<file path="config.mk">
export PLATFORM = sky130hd
export DESIGN_NAME = ice_fm_fsk_ctrl_flat
export DESIGN_NICKNAME = d
export VERILOG_FILES = /design/src/rtl/ice_fm_fsk_ctrl_if.sv /design/src/rtl/ice_fm_fsk_ctrl.sv /design/src/flat_wrapper.sv
export SDC_FILE = /design/constraint.sdc
export NUM_CORES = 1
export LEC_CHECK = 0
export BUFFER_PORTS_ARGS = -buffer_cell sky130_fd_sc_hd__buf_2
export CAP_MARGIN = 20
export CORE_MARGIN = 2
export CORE_UTILIZATION = 59
export CTS_CLUSTER_SIZE = 8
export DETAILED_ROUTE_END_ITERATION = 16
export PLACE_DENSITY = 0.84
export SETUP_SLACK_MARGIN = 0.3
export SLEW_MARGIN = 15
export SYNTH_ARGS = -nofsm -noshare
export SYNTH_HDL_FRONTEND = slang
export SYNTH_SLANG_ARGS = --single-unit
</file>
<file path="constraint.sdc">
create_clock -name i_clk -period 5.8 [get_ports i_clk]
set_input_delay 0.58 -clock i_clk [delete_from_list [all_inputs] [get_ports i_clk]]
set_output_delay 0.58 -clock i_clk [all_outputs]
set_load 0.1 [all_outputs]
</file>
<file path="src/rtl/ice_fm_fsk_ctrl_if.sv">
// Byte handshake and FM transmitter drive bundle for the FSK frame sequencer.
interface ice_fm_fsk_ctrl_if #(
  parameter int unsigned INC_W = 24
) ();
  logic [7:0]       data;
  logic             valid;
  logic             ready;
  logic [INC_W-1:0] inc;
  logic             key;
  logic             busy;

  modport master (output data, valid, input ready, inc, key, busy);
  modport slave  (input data, valid, output ready, inc, key, busy);
endinterface

</file>
<file path="src/rtl/ice_fm_fsk_ctrl.sv">
// Binary-FSK frame sequencer: lead-in, start/8 data (LSB first)/stop bits and hang
// time, driving the FM transmitter's carrier key and phase-increment word.
module ice_fm_fsk_ctrl #(
  parameter int unsigned      BIT_CYCLES = 1250,
  parameter int unsigned      INC_W      = 24,
  parameter logic [INC_W-1:0] MARK_INC   = INC_W'(13981),
  parameter logic [INC_W-1:0] SPACE_INC  = INC_W'(12583),
  parameter int unsigned      LEAD_BITS  = 2,
  parameter int unsigned      HANG_BITS  = 4
) (
  input logic              i_clk,
  input logic              i_nrst,
  ice_fm_fsk_ctrl_if.slave bus
);

  localparam int unsigned BC_W   = (BIT_CYCLES > 1) ? $clog2(BIT_CYCLES) : 1;
  localparam int unsigned BT_MAX = (LEAD_BITS > HANG_BITS) ? LEAD_BITS : HANG_BITS;
  localparam int unsigned BT_W   = (BT_MAX > 1) ? $clog2(BT_MAX) : 1;

  localparam logic [BC_W-1:0] BC_LAST   = BC_W'(BIT_CYCLES - 1);
  localparam logic [BT_W-1:0] LEAD_LAST = BT_W'((LEAD_BITS > 0) ? LEAD_BITS - 1 : 0);
  localparam logic [BT_W-1:0] HANG_LAST = BT_W'((HANG_BITS > 0) ? HANG_BITS - 1 : 0);

  typedef enum logic [2:0] {
    IDLE  = 3'd0,
    LEAD  = 3'd1,
    START = 3'd2,
    DATA  = 3'd3,
    STOP  = 3'd4,
    HANG  = 3'd5
  } state_t;

  state_t           state, state_nxt;
  logic [BC_W-1:0]  bit_cnt, bit_cnt_nxt;
  logic [BT_W-1:0]  bt_cnt, bt_cnt_nxt;
  logic [2:0]       bit_idx, bit_idx_nxt;
  logic [7:0]       shreg, shreg_nxt;
  logic             key_nxt, busy_nxt, ready_nxt;
  logic [INC_W-1:0] inc_nxt;
  logic             xfer_c;
  logic             eob_c;

  assign xfer_c = bus.valid & bus.ready;
  assign eob_c  = (bit_cnt == BC_LAST);

  // State, counters, shift register and registered outputs
  always_ff @(posedge i_clk or negedge i_nrst) begin
    if (!i_nrst) begin
      state     <= IDLE;
      bit_cnt   <= '0;
      bt_cnt    <= '0;
      bit_idx   <= '0;
      shreg     <= '0;
      bus.key   <= 1'b0;
      bus.inc   <= MARK_INC;
      bus.ready <= 1'b1;
      bus.busy  <= 1'b0;
    end else begin
      state     <= state_nxt;
      bit_cnt   <= bit_cnt_nxt;
      bt_cnt    <= bt_cnt_nxt;
      bit_idx   <= bit_idx_nxt;
      shreg     <= shreg_nxt;
      bus.key   <= key_nxt;
      bus.inc   <= inc_nxt;
      bus.ready <= ready_nxt;
      bus.busy  <= busy_nxt;
    end
  end

  // Next state, counters and Moore outputs derived from the next state
  always_comb begin
    state_nxt   = state;
    bit_cnt_nxt = eob_c ? '0 : bit_cnt + BC_W'(1);
    bt_cnt_nxt  = bt_cnt;
    bit_idx_nxt = bit_idx;
    shreg_nxt   = shreg;
    key_nxt     = 1'b0;
    busy_nxt    = 1'b0;
    ready_nxt   = 1'b0;
    inc_nxt     = MARK_INC;

    unique case (state)
      IDLE: begin
        bit_cnt_nxt = '0;
        if (xfer_c) begin
          shreg_nxt = bus.data;
          state_nxt = (LEAD_BITS == 0) ? START : LEAD;
        end
      end
      LEAD: begin
        if (eob_c) begin
          if (bt_cnt == LEAD_LAST) state_nxt = START;
          else                     bt_cnt_nxt = bt_cnt + BT_W'(1);
        end
      end
      START: begin
        if (eob_c) state_nxt = DATA;
      end
      DATA: begin
        if (eob_c) begin
          shreg_nxt = {1'b0, shreg[7:1]};
          if (bit_idx == 3'd7) state_nxt = STOP;
          else                 bit_idx_nxt = bit_idx + 3'd1;
        end
      end
      STOP: begin
        // A byte accepted in the last stop cycle chains straight into the next start bit
        if (eob_c) begin
          if (xfer_c) begin
            shreg_nxt = bus.data;
            state_nxt = START;
          end else begin
            state_nxt = (HANG_BITS == 0) ? IDLE : HANG;
          end
        end
      end
      HANG: begin
        if (xfer_c) begin
          shreg_nxt = bus.data;
          state_nxt = START;
        end else if (eob_c) begin
          if (bt_cnt == HANG_LAST) state_nxt = IDLE;
          else                     bt_cnt_nxt = bt_cnt + BT_W'(1);
        end
      end
      default: state_nxt = IDLE;
    endcase

    if (state_nxt != state) begin
      bit_cnt_nxt = '0;
      bt_cnt_nxt  = '0;
      bit_idx_nxt = '0;
    end

    key_nxt   = (state_nxt != IDLE);
    busy_nxt  = (state_nxt != IDLE);
    ready_nxt = (state_nxt == IDLE) || (state_nxt == HANG) ||
                ((state_nxt == STOP) && (bit_cnt_nxt == BC_LAST));

    if (state_nxt == START)     inc_nxt = SPACE_INC;
    else if (state_nxt == DATA) inc_nxt = shreg_nxt[0] ? MARK_INC : SPACE_INC;
  end

endmodule

</file>
<file path="src/flat_wrapper.sv">
// flat-port wrapper written by rule: the top's interface ports become plain ports
module ice_fm_fsk_ctrl_flat 
#(
  parameter int unsigned      BIT_CYCLES = 1250,
  parameter int unsigned      INC_W      = 24,
  parameter logic [INC_W-1:0] MARK_INC   = INC_W'(13981),
  parameter logic [INC_W-1:0] SPACE_INC  = INC_W'(12583),
  parameter int unsigned      LEAD_BITS  = 2,
  parameter int unsigned      HANG_BITS  = 4
)
  (i_clk, i_nrst, bus_data, bus_valid, bus_ready, bus_inc, bus_key, bus_busy);
  ice_fm_fsk_ctrl_if #(.INC_W(INC_W)) bus_i ();
  input logic i_clk;
  input logic i_nrst;
  input wire logic [$bits(bus_i.data)-1:0] bus_data;
  input wire logic [$bits(bus_i.valid)-1:0] bus_valid;
  output wire logic [$bits(bus_i.ready)-1:0] bus_ready;
  output wire logic [$bits(bus_i.inc)-1:0] bus_inc;
  output wire logic [$bits(bus_i.key)-1:0] bus_key;
  output wire logic [$bits(bus_i.busy)-1:0] bus_busy;
  assign bus_i.data = bus_data;
  assign bus_i.valid = bus_valid;
  assign bus_ready = bus_i.ready;
  assign bus_inc = bus_i.inc;
  assign bus_key = bus_i.key;
  assign bus_busy = bus_i.busy;
  ice_fm_fsk_ctrl #(.BIT_CYCLES(BIT_CYCLES), .INC_W(INC_W), .MARK_INC(MARK_INC), .SPACE_INC(SPACE_INC), .LEAD_BITS(LEAD_BITS), .HANG_BITS(HANG_BITS)) u_core (.i_clk(i_clk), .i_nrst(i_nrst), .bus(bus_i));
endmodule
</file>
==> impl_metrics.yaml <==
route:
  drtIter0Drc: 115
  totalWireLength_mm: 3.64
  viasPerCell: 5.64
  drt-wirelength-per-cell_um: 13.7
  vias: 1495
  detail_route.first_pass.iterations: 5
  ant_nets: 0
  drc: 0
logic_synthesis:
  ys_seq_area_frac: 0.387
  syn_area_um2: 2010
  ys_seq_elements: 31
  syn_area_per_cell_um2: 9.75
  yosysWarnings: 0
  yosysUniqueCellTypes: 58
  synth_edf_count: 0
  ys_async_sr_fraction: 1.00
  synthFlopType: "dfrtp_1"
  netlist_instances: 206
setup_path:
  worstRegToRegCells: 5
  ff2ff_setup_slack_ns: 3.29
  crit_chain: "or4_1 -> or3_1 -> o32a_4 -> o21ai_4 -> nor3b_1"
  r2r-end: "u_core.bit_cnt[7]$_DFF_PN0_"
  setup.worst_path.start_class: "flop"
  cp-startpoint: "u_core.bit_cnt[3]$_DFF_PN0_"
  cp.required_ns: 5.99
  slowest_stage: "or4_1"
  max_stage_delay_ns: 0.72
  arrival_ns: 2.70
  r2r-start: "u_core.bit_cnt[3]$_DFF_PN0_"
  path_class: "reg2reg"
  cp_max_fo: 9
  crit_path_end_kind: "flop"
pwr:
  p_leak_nw: 0.924
  fin_total_pwr_uw: 401
  p_sw_frac: 0.308
  p_seq_frac: 0.539
  power_frac_clock: 0.330
  switching_power_uw: 124
  intPower_uw: 277
  pwr-share-comb: 0.130
  power.density_nw_per_um2: 193
  irDropWorstVdd_mv: 0.117
global_route:
  grt_pass1_vias: 1364
  grt_max_degree: 32
  antenna_found_initial: 0
  grtUsageTotal: 0.200
  grt_pass1_wl_mm: 6.13
  overflow: 0
clocking:
  cts-root-buf: "clkbuf_4"
  cts_tree: "done"
  ctsHtreeMaxLevel: 2
  clk_pin_slew_ns: 0.11
  cts_buffer_depth: 2
  clk_latency_ns: 0.34
  ctsResizeCount: 0
  cts_buffers: 5
  hold_buffers: 0
  cts.sinks: 31
  post-cts-setup-buffer-count: 0
timing:
  slew_violations: 0
  fin_tns_setup_ns: 0
  tightest_slew_ns: 0.675
  finalCritPeriodShare: 0.432
  timing.final.ws_setup_ns: 3.29
  finalClockSkew_ns: 0.0221
  fin_hold_ws_ns: 0.252
  setup_viol_count_final: 0
  hold_violations: 0
  relSlewSlack: 0.543
  fmax_mhz: 399
  rsz0062_at_grt: "no"
  fin_crit_ns: 2.51
placement:
  portBuffers: 21
  gp_congestion: 0.950
  place_ws_ns: 3.32
  hpwl_mm: 2.68
floorplanning:
  core_um2: 3310
  dieArea_um2: 3890
  rows: 21
  initial_utilization: 0.607
  dieWidth_um: 62.4
  die_h_um: 62.4
  ios: 38
finish:
  syn2layout_area_growth_pct: 3.30
  post-route-util: 0.627
  diodes: 0
  layout-drive-gt1-share: 0.196
  fin_nets: 235
job:
  cap_violations: 0
run_status:
  status: "finished, final reports clean"
worst_hold_path:
  holdCritPathClass: "in2async"
kinds of logic (layout without fill, tap and decap cells):
family / Yosys count / after routing / synth area share
AOI/OAI and AO/OA: 40 / 40 / 0.172
and+or+nand+nor: 75 / 75 / 0.217
other: 2 / 16 / 0.00374
adders and majority gates: 6 / 6 / 0.0374
buffers and inverters: 38 / 37 / 0.120
xor gates and xnor gates: 11 / 11 / 0.0479
muxes: 3 / 3 / 0.0149
DFF: 31 / 31 / 0.387
state kept, by name, indices dropped and copies added, names as in the netlist:
signal / flops
u_core.bus.key: 1
u_core.shreg: 8
u_core.bt_cnt: 2
u_core.bus.ready: 1
u_core.state: 3
u_core.bit_idx: 3
u_core.bit_cnt: 11
u_core.bus.inc: 2
stage by stage:
stage               cells  area [um2]
finish                265        2080
global route          265        2080
CTS                   265        2080
detailed placement    257        2020
global placement      256        2010
floorplan             220        2060
worst max path at each step:
stage	endpoint	slack (ns)
2_1_floorplan	u_core.bt_cnt[1]$_DFFE_PN0P_	3.52
3_3_place_gp	u_core.bt_cnt[1]$_DFFE_PN0P_	3.38
4_1_cts	u_core.bit_cnt[7]$_DFF_PN0_	3.30
5_1_grt	u_core.bus.ready$_DFF_PN1_	3.20
6_report	u_core.bit_cnt[7]$_DFF_PN0_	3.29
3_5_place_dp	u_core.bit_cnt[7]$_DFF_PN0_	3.32
routing by layer:
| layer | global-route usage | vias to the layer above | wire (um) |
|---|---|---|---|
| met5 | 0 | - | 0 |
| met4 | 0.0750 | 0 | 54 |
| met3 | 0.0562 | 6 | 263 |
| met2 | 0.322 | 54 | 1710 |
| met1 | 0.259 | 702 | 1610 |
| li1 | - | 733 | - |
worst max-delay path: cells and delay by family, from the launching register on:
kind	cells	cell delay, ns
AO/OA/AOI/OAI	2	0.62
flip-flops	1	0.43
AND/OR/NAND/NOR	3	1.31
synthesized netlist by cell type (all sizes together), types with 5 or more instances:
library cell | number | share of area
clkbuf | 5 | 0.0093
nor3 | 11 | 0.035
a221o | 6 | 0.030
ha | 6 | 0.037
and3 | 8 | 0.025
dfrtp | 29 | 0.36
xnor2 | 7 | 0.031
nor2 | 18 | 0.034
inv | 7 | 0.013
nand2 | 7 | 0.013
o21ai | 8 | 0.026
buf | 26 | 0.097
cells in the final DEF (no fill, tap or decap), types with 2 or more instances in the layout:
cell type	n
dfrtp_1	29
buf_2	22
nor2_1	18
conb_1	16
nor3_1	9
and3_1	8
nand2_1	7
o21ai_0	7
inv_1	7
xnor2_1	7
a221o_1	6
ha_1	6
clkbuf_4	5
nand3_1	4
nor2b_1	4
xor2_1	4
nand3b_1	3
or3_1	3
mux2i_1	3
nand2b_1	2
or4_1	2
nor4_1	2
o311ai_1	2
a22oi_1	2
a21oi_1	2
a211oi_1	2
nand4_1	2
nor3b_1	2
nor4b_1	2
dfstp_2	2
power groups by stage:
stage / Sequential, mW / Clock (mW) / Combinational [mW]
after global placement: 0.220 / 0 / 0.0524
after detailed placement: 0.220 / 0 / 0.0524
after floorplan: 0.220 / 0 / 0.0532
final: 0.216 / 0.132 / 0.0522
after global routing: 0.216 / 0.145 / 0.0541
after CTS: 0.216 / 0.136 / 0.0525
final cells by class:
type,count,area [um2]
Fill cell,296,1230
Tap cell,46,57.6
Inverter,7,26.3
Clock buffer,7,55.1
Timing Repair Buffer,22,110
Sequential cell,31,778
Multi-Input combinational cell,151,1040
Clock inverter,1,5.00
(Power assumes the default switching activity.)
